## src/rtl/pc_ras_if.sv

```systemverilog
// Fetch-stage PC bus: the control signals that steer the program counter,
// and the status/address signals that come back from it.
//   master : control side (drives halt, pc_wait, pc_src, load_imm, load_addr, jr_addr)
//   slave  : PC unit side (drives imemaddr, npc, halted, ras_empty, ras_full, ras_ovf)
interface pc_ras_if #(
    parameter int unsigned PC_W = 32
);
    logic            halt;
    logic            pc_wait;
    logic [2:0]      pc_src;
    logic [15:0]     load_imm;
    logic [25:0]     load_addr;
    logic [PC_W-1:0] jr_addr;
    logic [PC_W-1:0] imemaddr;
    logic [PC_W-1:0] npc;
    logic            halted;
    logic            ras_empty;
    logic            ras_full;
    logic            ras_ovf;

    modport master (
        output halt, pc_wait, pc_src, load_imm, load_addr, jr_addr,
        input  imemaddr, npc, halted, ras_empty, ras_full, ras_ovf
    );

    modport slave (
        input  halt, pc_wait, pc_src, load_imm, load_addr, jr_addr,
        output imemaddr, npc, halted, ras_empty, ras_full, ras_ovf
    );
endinterface

```

## src/rtl/pc_ras_unit.sv

```systemverilog
// Program counter for the fetch stage with a circular return-address stack.
// Next fetch address comes from NEXT/BRANCH/JUMP/JR/CALL/RET; CALL pushes the
// return address, RET pops it (falling back to the JR target when empty).
// Ports:
//   clk_i  : system clock, rising edge
//   rst_i  : asynchronous reset, active-high
//   bus    : pc_ras_if.slave (control inputs, fetch address and status outputs)
module pc_ras_unit #(
    parameter int unsigned    PC_W      = 32,
    parameter logic [PC_W-1:0] RESET_PC = '0,
    parameter int unsigned    RAS_DEPTH = 4
) (
    input  logic     clk_i,
    input  logic     rst_i,
    pc_ras_if.slave  bus
);
    localparam int unsigned PtrW = $clog2(RAS_DEPTH);
    localparam int unsigned CntW = $clog2(RAS_DEPTH + 1);
    localparam logic [CntW-1:0] CntFull = CntW'(RAS_DEPTH);
    // Upper PC bits kept by JUMP/CALL (everything above bit 27).
    localparam logic [PC_W-1:0] HiMask = ~PC_W'(32'h0FFF_FFFF);

    localparam logic [2:0] SrcNext   = 3'd0;
    localparam logic [2:0] SrcBranch = 3'd1;
    localparam logic [2:0] SrcJump   = 3'd2;
    localparam logic [2:0] SrcJr     = 3'd3;
    localparam logic [2:0] SrcCall   = 3'd4;
    localparam logic [2:0] SrcRet    = 3'd5;

    logic [PC_W-1:0] pc_q, pc_d;
    logic            halted_q, halted_d;
    logic            ovf_q, ovf_d;
    logic [PtrW-1:0] ptr_q, ptr_d;
    logic [CntW-1:0] cnt_q, cnt_d;
    logic [PC_W-1:0] ras_q [RAS_DEPTH];
    logic            push;

    logic [PC_W-1:0] npc;
    logic [PC_W-1:0] br_tgt, jmp_tgt, jr_tgt;

    assign npc     = pc_q + PC_W'(4);
    assign br_tgt  = npc + {{(PC_W-18){bus.load_imm[15]}}, bus.load_imm, 2'b00};
    assign jmp_tgt = (npc & HiMask) | PC_W'({bus.load_addr, 2'b00});
    assign jr_tgt  = {bus.jr_addr[PC_W-1:2], 2'b00};

    always_comb begin
        pc_d     = pc_q;
        halted_d = halted_q;
        ovf_d    = ovf_q;
        ptr_d    = ptr_q;
        cnt_d    = cnt_q;
        push     = 1'b0;
        // Once halted nothing moves; halt wins over pc_wait on the same edge.
        if (!halted_q) begin
            if (bus.halt) begin
                halted_d = 1'b1;
            end else if (!bus.pc_wait) begin
                case (bus.pc_src)
                    SrcBranch: pc_d = br_tgt;
                    SrcJump:   pc_d = jmp_tgt;
                    SrcJr:     pc_d = jr_tgt;
                    SrcCall: begin
                        pc_d  = jmp_tgt;
                        push  = 1'b1;
                        ptr_d = ptr_q + PtrW'(1);
                        // Full push overwrites the oldest slot, which is exactly ptr+1.
                        if (cnt_q == CntFull) ovf_d = 1'b1;
                        else                  cnt_d = cnt_q + CntW'(1);
                    end
                    SrcRet: begin
                        if (cnt_q != '0) begin
                            pc_d  = ras_q[ptr_q];
                            ptr_d = ptr_q - PtrW'(1);
                            cnt_d = cnt_q - CntW'(1);
                        end else begin
                            pc_d = jr_tgt;
                        end
                    end
                    default:   pc_d = npc;
                endcase
            end
        end
    end

    always_ff @(posedge clk_i or posedge rst_i) begin
        if (rst_i) begin
            pc_q     <= RESET_PC;
            halted_q <= 1'b0;
            ovf_q    <= 1'b0;
            ptr_q    <= '0;
            cnt_q    <= '0;
        end else begin
            pc_q     <= pc_d;
            halted_q <= halted_d;
            ovf_q    <= ovf_d;
            ptr_q    <= ptr_d;
            cnt_q    <= cnt_d;
        end
    end

    // Stack storage needs no reset: entries are only read when count > 0.
    always_ff @(posedge clk_i) begin
        if (push) ras_q[ptr_d] <= npc;
    end

    assign bus.imemaddr  = pc_q;
    assign bus.npc       = npc;
    assign bus.halted    = halted_q;
    assign bus.ras_empty = (cnt_q == '0);
    assign bus.ras_full  = (cnt_q == CntFull);
    assign bus.ras_ovf   = ovf_q;
endmodule
```

## src/flat_wrapper.sv

```systemverilog
// flat-port wrapper written by rule: the top's interface ports become plain ports
module pc_ras_unit_flat 
#(
    parameter int unsigned    PC_W      = 32,
    parameter logic [PC_W-1:0] RESET_PC = '0,
    parameter int unsigned    RAS_DEPTH = 4
)
  (clk_i, rst_i, bus_halt, bus_pc_wait, bus_pc_src, bus_load_imm, bus_load_addr, bus_jr_addr, bus_imemaddr, bus_npc, bus_halted, bus_ras_empty, bus_ras_full, bus_ras_ovf);
  pc_ras_if #(.PC_W(PC_W)) bus_i ();
  input  logic clk_i;
  input  logic rst_i;
  input wire logic [$bits(bus_i.halt)-1:0] bus_halt;
  input wire logic [$bits(bus_i.pc_wait)-1:0] bus_pc_wait;
  input wire logic [$bits(bus_i.pc_src)-1:0] bus_pc_src;
  input wire logic [$bits(bus_i.load_imm)-1:0] bus_load_imm;
  input wire logic [$bits(bus_i.load_addr)-1:0] bus_load_addr;
  input wire logic [$bits(bus_i.jr_addr)-1:0] bus_jr_addr;
  output wire logic [$bits(bus_i.imemaddr)-1:0] bus_imemaddr;
  output wire logic [$bits(bus_i.npc)-1:0] bus_npc;
  output wire logic [$bits(bus_i.halted)-1:0] bus_halted;
  output wire logic [$bits(bus_i.ras_empty)-1:0] bus_ras_empty;
  output wire logic [$bits(bus_i.ras_full)-1:0] bus_ras_full;
  output wire logic [$bits(bus_i.ras_ovf)-1:0] bus_ras_ovf;
  assign bus_i.halt = bus_halt;
  assign bus_i.pc_wait = bus_pc_wait;
  assign bus_i.pc_src = bus_pc_src;
  assign bus_i.load_imm = bus_load_imm;
  assign bus_i.load_addr = bus_load_addr;
  assign bus_i.jr_addr = bus_jr_addr;
  assign bus_imemaddr = bus_i.imemaddr;
  assign bus_npc = bus_i.npc;
  assign bus_halted = bus_i.halted;
  assign bus_ras_empty = bus_i.ras_empty;
  assign bus_ras_full = bus_i.ras_full;
  assign bus_ras_ovf = bus_i.ras_ovf;
  pc_ras_unit #(.PC_W(PC_W), .RESET_PC(RESET_PC), .RAS_DEPTH(RAS_DEPTH)) u_core (.clk_i(clk_i), .rst_i(rst_i), .bus(bus_i));
endmodule
```

## config.mk

```make
export PLATFORM = sky130hd
export DESIGN_NAME = pc_ras_unit_flat
export DESIGN_NICKNAME = d
export VERILOG_FILES = /design/src/rtl/pc_ras_if.sv /design/src/rtl/pc_ras_unit.sv /design/src/flat_wrapper.sv
export SDC_FILE = /design/constraint.sdc
export NUM_CORES = 1
export LEC_CHECK = 0
export BUFFER_PORTS_ARGS = -buffer_cell sky130_fd_sc_hd__buf_2
export CAP_MARGIN = 40
export CORE_MARGIN = 5
export CORE_UTILIZATION = 32
export CTS_CLUSTER_DIAMETER = 30
export DETAILED_ROUTE_END_ITERATION = 8
export GPL_ROUTABILITY_DRIVEN = 0
export PLACE_DENSITY = 0.59
export RECOVER_POWER = 25
export SLEW_MARGIN = 20
export SYNTH_ARGS = -nofsm -noshare
export SYNTH_HDL_FRONTEND = slang
export SYNTH_SLANG_ARGS = --single-unit
```

## constraint.sdc

```tcl
create_clock -name clk_i -period 5.65 [get_ports clk_i]
set_input_delay 0.565 -clock clk_i [delete_from_list [all_inputs] [get_ports clk_i]]
set_output_delay 0.565 -clock clk_i [all_outputs]
set_load 0.02 [all_outputs]
```

==> results.yml <==
status:
  status: "finished with violations"
  violations: "capacitance limit, slew limit"
routing:
  antenna_left: 0
  detail_route.vias_per_cell: 5.52
  routedWlPerCell_microns: 22.0
  drt_iter0_markers: 597
  wirelength_microns: 29200
  num_vias: 7321
  dr.pass1.iters: 5
  drc: 0
critical_path:
  slowest_stage: "xnor2_1"
  reg2reg_slack_ns: 1.11
  critical_path_class: "reg2reg"
  critPathBufInv: 0
  cp.required_ns: 5.96
  startpoint_type: "flop"
  cp-end-kind: "flop"
  crit_family: "compound AO/OA/AOI/OAI gates"
  slowest_delay_ns: 0.58
  crit_fanout: 7
  worstPathCellList: "ha_1 > nand3_1 > nor2_1 > nand2_1 > xnor2_1 > ha_1 > and2_1 > a221oi_1 > a2bb2oi_1 > a21oi_1 > o21a_1 > o211ai_1 > a211oi_1 > or3_1"
  crit_top_cell: "ha_1"
  worstPathArrival_ns: 4.85
grt:
  grt.total_usage_pct: 17.7
  grt_pass1_wl_microns: 44300
  overflow: 0
  grt_pass1_vias: 7246
  antenna_found_initial: 4
  grt_max_degree: 40
cts:
  numCtsBuffers: 17
  cts-resized-gates: 0
  cts_sinks: 167
  cts_root_buf: "clkbuf_16"
  ctsLongestPathBuffers: 2
  postCtsHoldBufs: 0
  cts_setup_buffers: 0
  path_clk_slew_ns: 0.07
  htree_num_levels: 4
  clk_latency_ns: 0.43
  cts_tree: "done"
yosys:
  synth_edf_count: 128
  synth_nets: 900
  synth_top_family_by_area: "compound AO/OA/AOI/OAI gates"
  synth_xor_area_share_pct: 5.09
  avgSynthCellArea_sq_um: 11.9
  netlist_instances: 783
  synth_top_area_cell: "edfxtp_1"
  synth_area_leaders: "edfxtp_1 (41%), dfrtp_1 (10%), mux4_2 (7.7%), ha_1 (4.6%), xnor2_1 (3.4%)"
  ys_seq_elements: 167
  synthMuxAreaShare_pct: 7.96
  ys_types: 61
  mappedNetlistArea_sq_um: 9310
  yosys_warnings: 0
  ys_async_sr_fraction_pct: 23.4
  yosys.area_share.simple_pct: 10.9
  synth-main-ff-cell: "edfxtp_1"
  seq_area_frac_synth_pct: 51.8
  synthAdderAreaFrac_pct: 5.00
  synth-compound-area-share_pct: 16.5
  synth_top_area_share_pct: 41.3
place:
  dp.cells: 1291
  hpwl_microns: 21000
  portBuffers: 146
run:
  drv_cap: 1
die:
  num_rows: 62
  ios: 149
  fp.dieH_microns: 181
  dieArea_sq_um: 32600
  coreArea_sq_um: 28700
  start_util_pct: 32.4
  fp.dieW_microns: 181
sta:
  clock_skew_ns: 0.0102
  setup_tns_ns: 0
  finalMaxSlewViolations: 25
  finalCriticalPeriod_ns: 4.54
  finalCritPeriodShare_pct: 80.4
  finalHoldViolCount: 0
  fmax_mhz: 220
  setup_viol: 0
  worst_pin_slew_ns: 1.70
  rsz0062_at_grt: "false"
  slew_headroom_pct: -13.6
power:
  leakagePower_nw: 4.15
  ir_worst_vdd_mv: 0.229
  power_density_nw_per_um2: 316
  finalPower_w: 0.00351
hold_path:
  min_path_type: "in2async"
final_layout:
  layout.nets: 1046
  drive_gt1_share_pct: 22.7
  stdcell_count: 1327
  area_growth_pct: 19.1
  final_util_pct: 38.6
[per-stage QoR]
| stage | setup slack (ns) | hold WS (ns) | area [sq um] |
|---|---|---|---|
| 6_report | 1.11 | 0.273 | 11100 |
| 5_1_grt | 0.775 | 0.326 | 11100 |
| 4_1_cts | 1.17 | 0.141 | 11100 |
| 3_5_place_dp | 1.18 | 0.444 | 10500 |
| 3_3_place_gp | 1.27 | 0.439 | 10500 |
| 2_1_floorplan | 0.263 | 0.515 | 9310 |
[synthesized netlist by cell type, types with 3 or more instances]
cell type,instances
a211oi_1,3
a21o_1,21
a21oi_1,56
a221o_1,20
a221oi_1,24
a2bb2oi_1,4
a31o_2,3
a31oi_1,7
a32oi_1,3
and2_1,7
and3_1,9
and4_1,3
buf_1,4
buf_2,7
buf_4,3
clkbuf_1,26
dfrtp_1,39
edfxtp_1,128
ha_1,34
inv_1,22
mux4_2,32
nand2_1,63
nand2b_1,3
nand3_1,18
nand4_1,15
nor2_1,49
nor2b_1,6
nor3_1,8
nor4_1,3
o211ai_1,4
o21a_1,8
o21ai_0,46
o21bai_1,6
o22ai_1,7
or2_2,3
or3_1,5
xnor2_1,36
xor2_1,15
[flip-flops by register name, summed over array words and instances (netlist names)]
name and cells:
u_core.bus.imemaddr 32, u_core.bus.ras_ovf 1, u_core.cnt_q 3, u_core.bus.halted 1, u_core.ptr_q 2, u_core.ras_q 128
[cell usage in the layout (no fill, tap or decap), types with 9 or more instances in the layout]
cell type    n
a21o_1      21
a21oi_1     56
a221o_1     20
a221oi_1    24
and3_1       9
buf_2      111
buf_4       17
clkbuf_1    39
clkbuf_16   17
dfrtp_1     37
edfxtp_1   128
ha_1        34
inv_1       22
mux4_2      32
nand2_1     63
nand3_1     18
nand4_1     15
nor2_1      44
o21ai_0     46
xnor2_1     36
xor2_1      15
[kinds of logic (layout without fill, tap and decap cells)]
kind of cell    Yosys count  in the layout
other cells               0              1
flops                   167            167
buf+inv                  63            222
mux                      34             34
xor+xnor                 52             52
fa+ha+maj                36             36
simple gates            204            204
compound gates          227            227
[worst paths after layout]
kind                                        start                       to  cells past startpoint
setup / recovery           u_core.bus.imemaddr[2]  u_core.bus.imemaddr[31]                     14
hold / removal                              rst_i        u_core.bus.halted                      2
setup reg to reg           u_core.bus.imemaddr[2]  u_core.bus.imemaddr[31]                     14
hold reg to reg                u_core.bus.ras_ovf       u_core.bus.ras_ovf                      1
max in group asynchronous                   rst_i          u_core.ptr_q[1]                      3
min in group clk_i                       bus_halt        u_core.bus.halted                      2
[power by group]
group / internal [W] / switching [W]
clock network: 0.000655 / 0.000504
registers: 0.00140 / 0.0000849
logic: 0.000320 / 0.000545
[area by class of cell]
class / count / area, sq um
fillers: 2836 / 17600
flip-flops and latches: 167 / 4820
multi-input cells: 553 / 4260
repair buffers: 168 / 860
well taps: 384 / 480
clock buffers: 19 / 433
clock inverters: 13 / 144
inverters: 22 / 82.6
diodes: 1 / 2.50
[routing by layer]
layer  vias up  share of wire [%]  track usage (%)
li1       3355                  -                -
met1      3676                 43             23.2
met2       251                 49             29.4
met3        37                6.5             4.18
met4         2                1.7             5.02
met5         -              0.068                0
(Power assumes the default switching activity.)
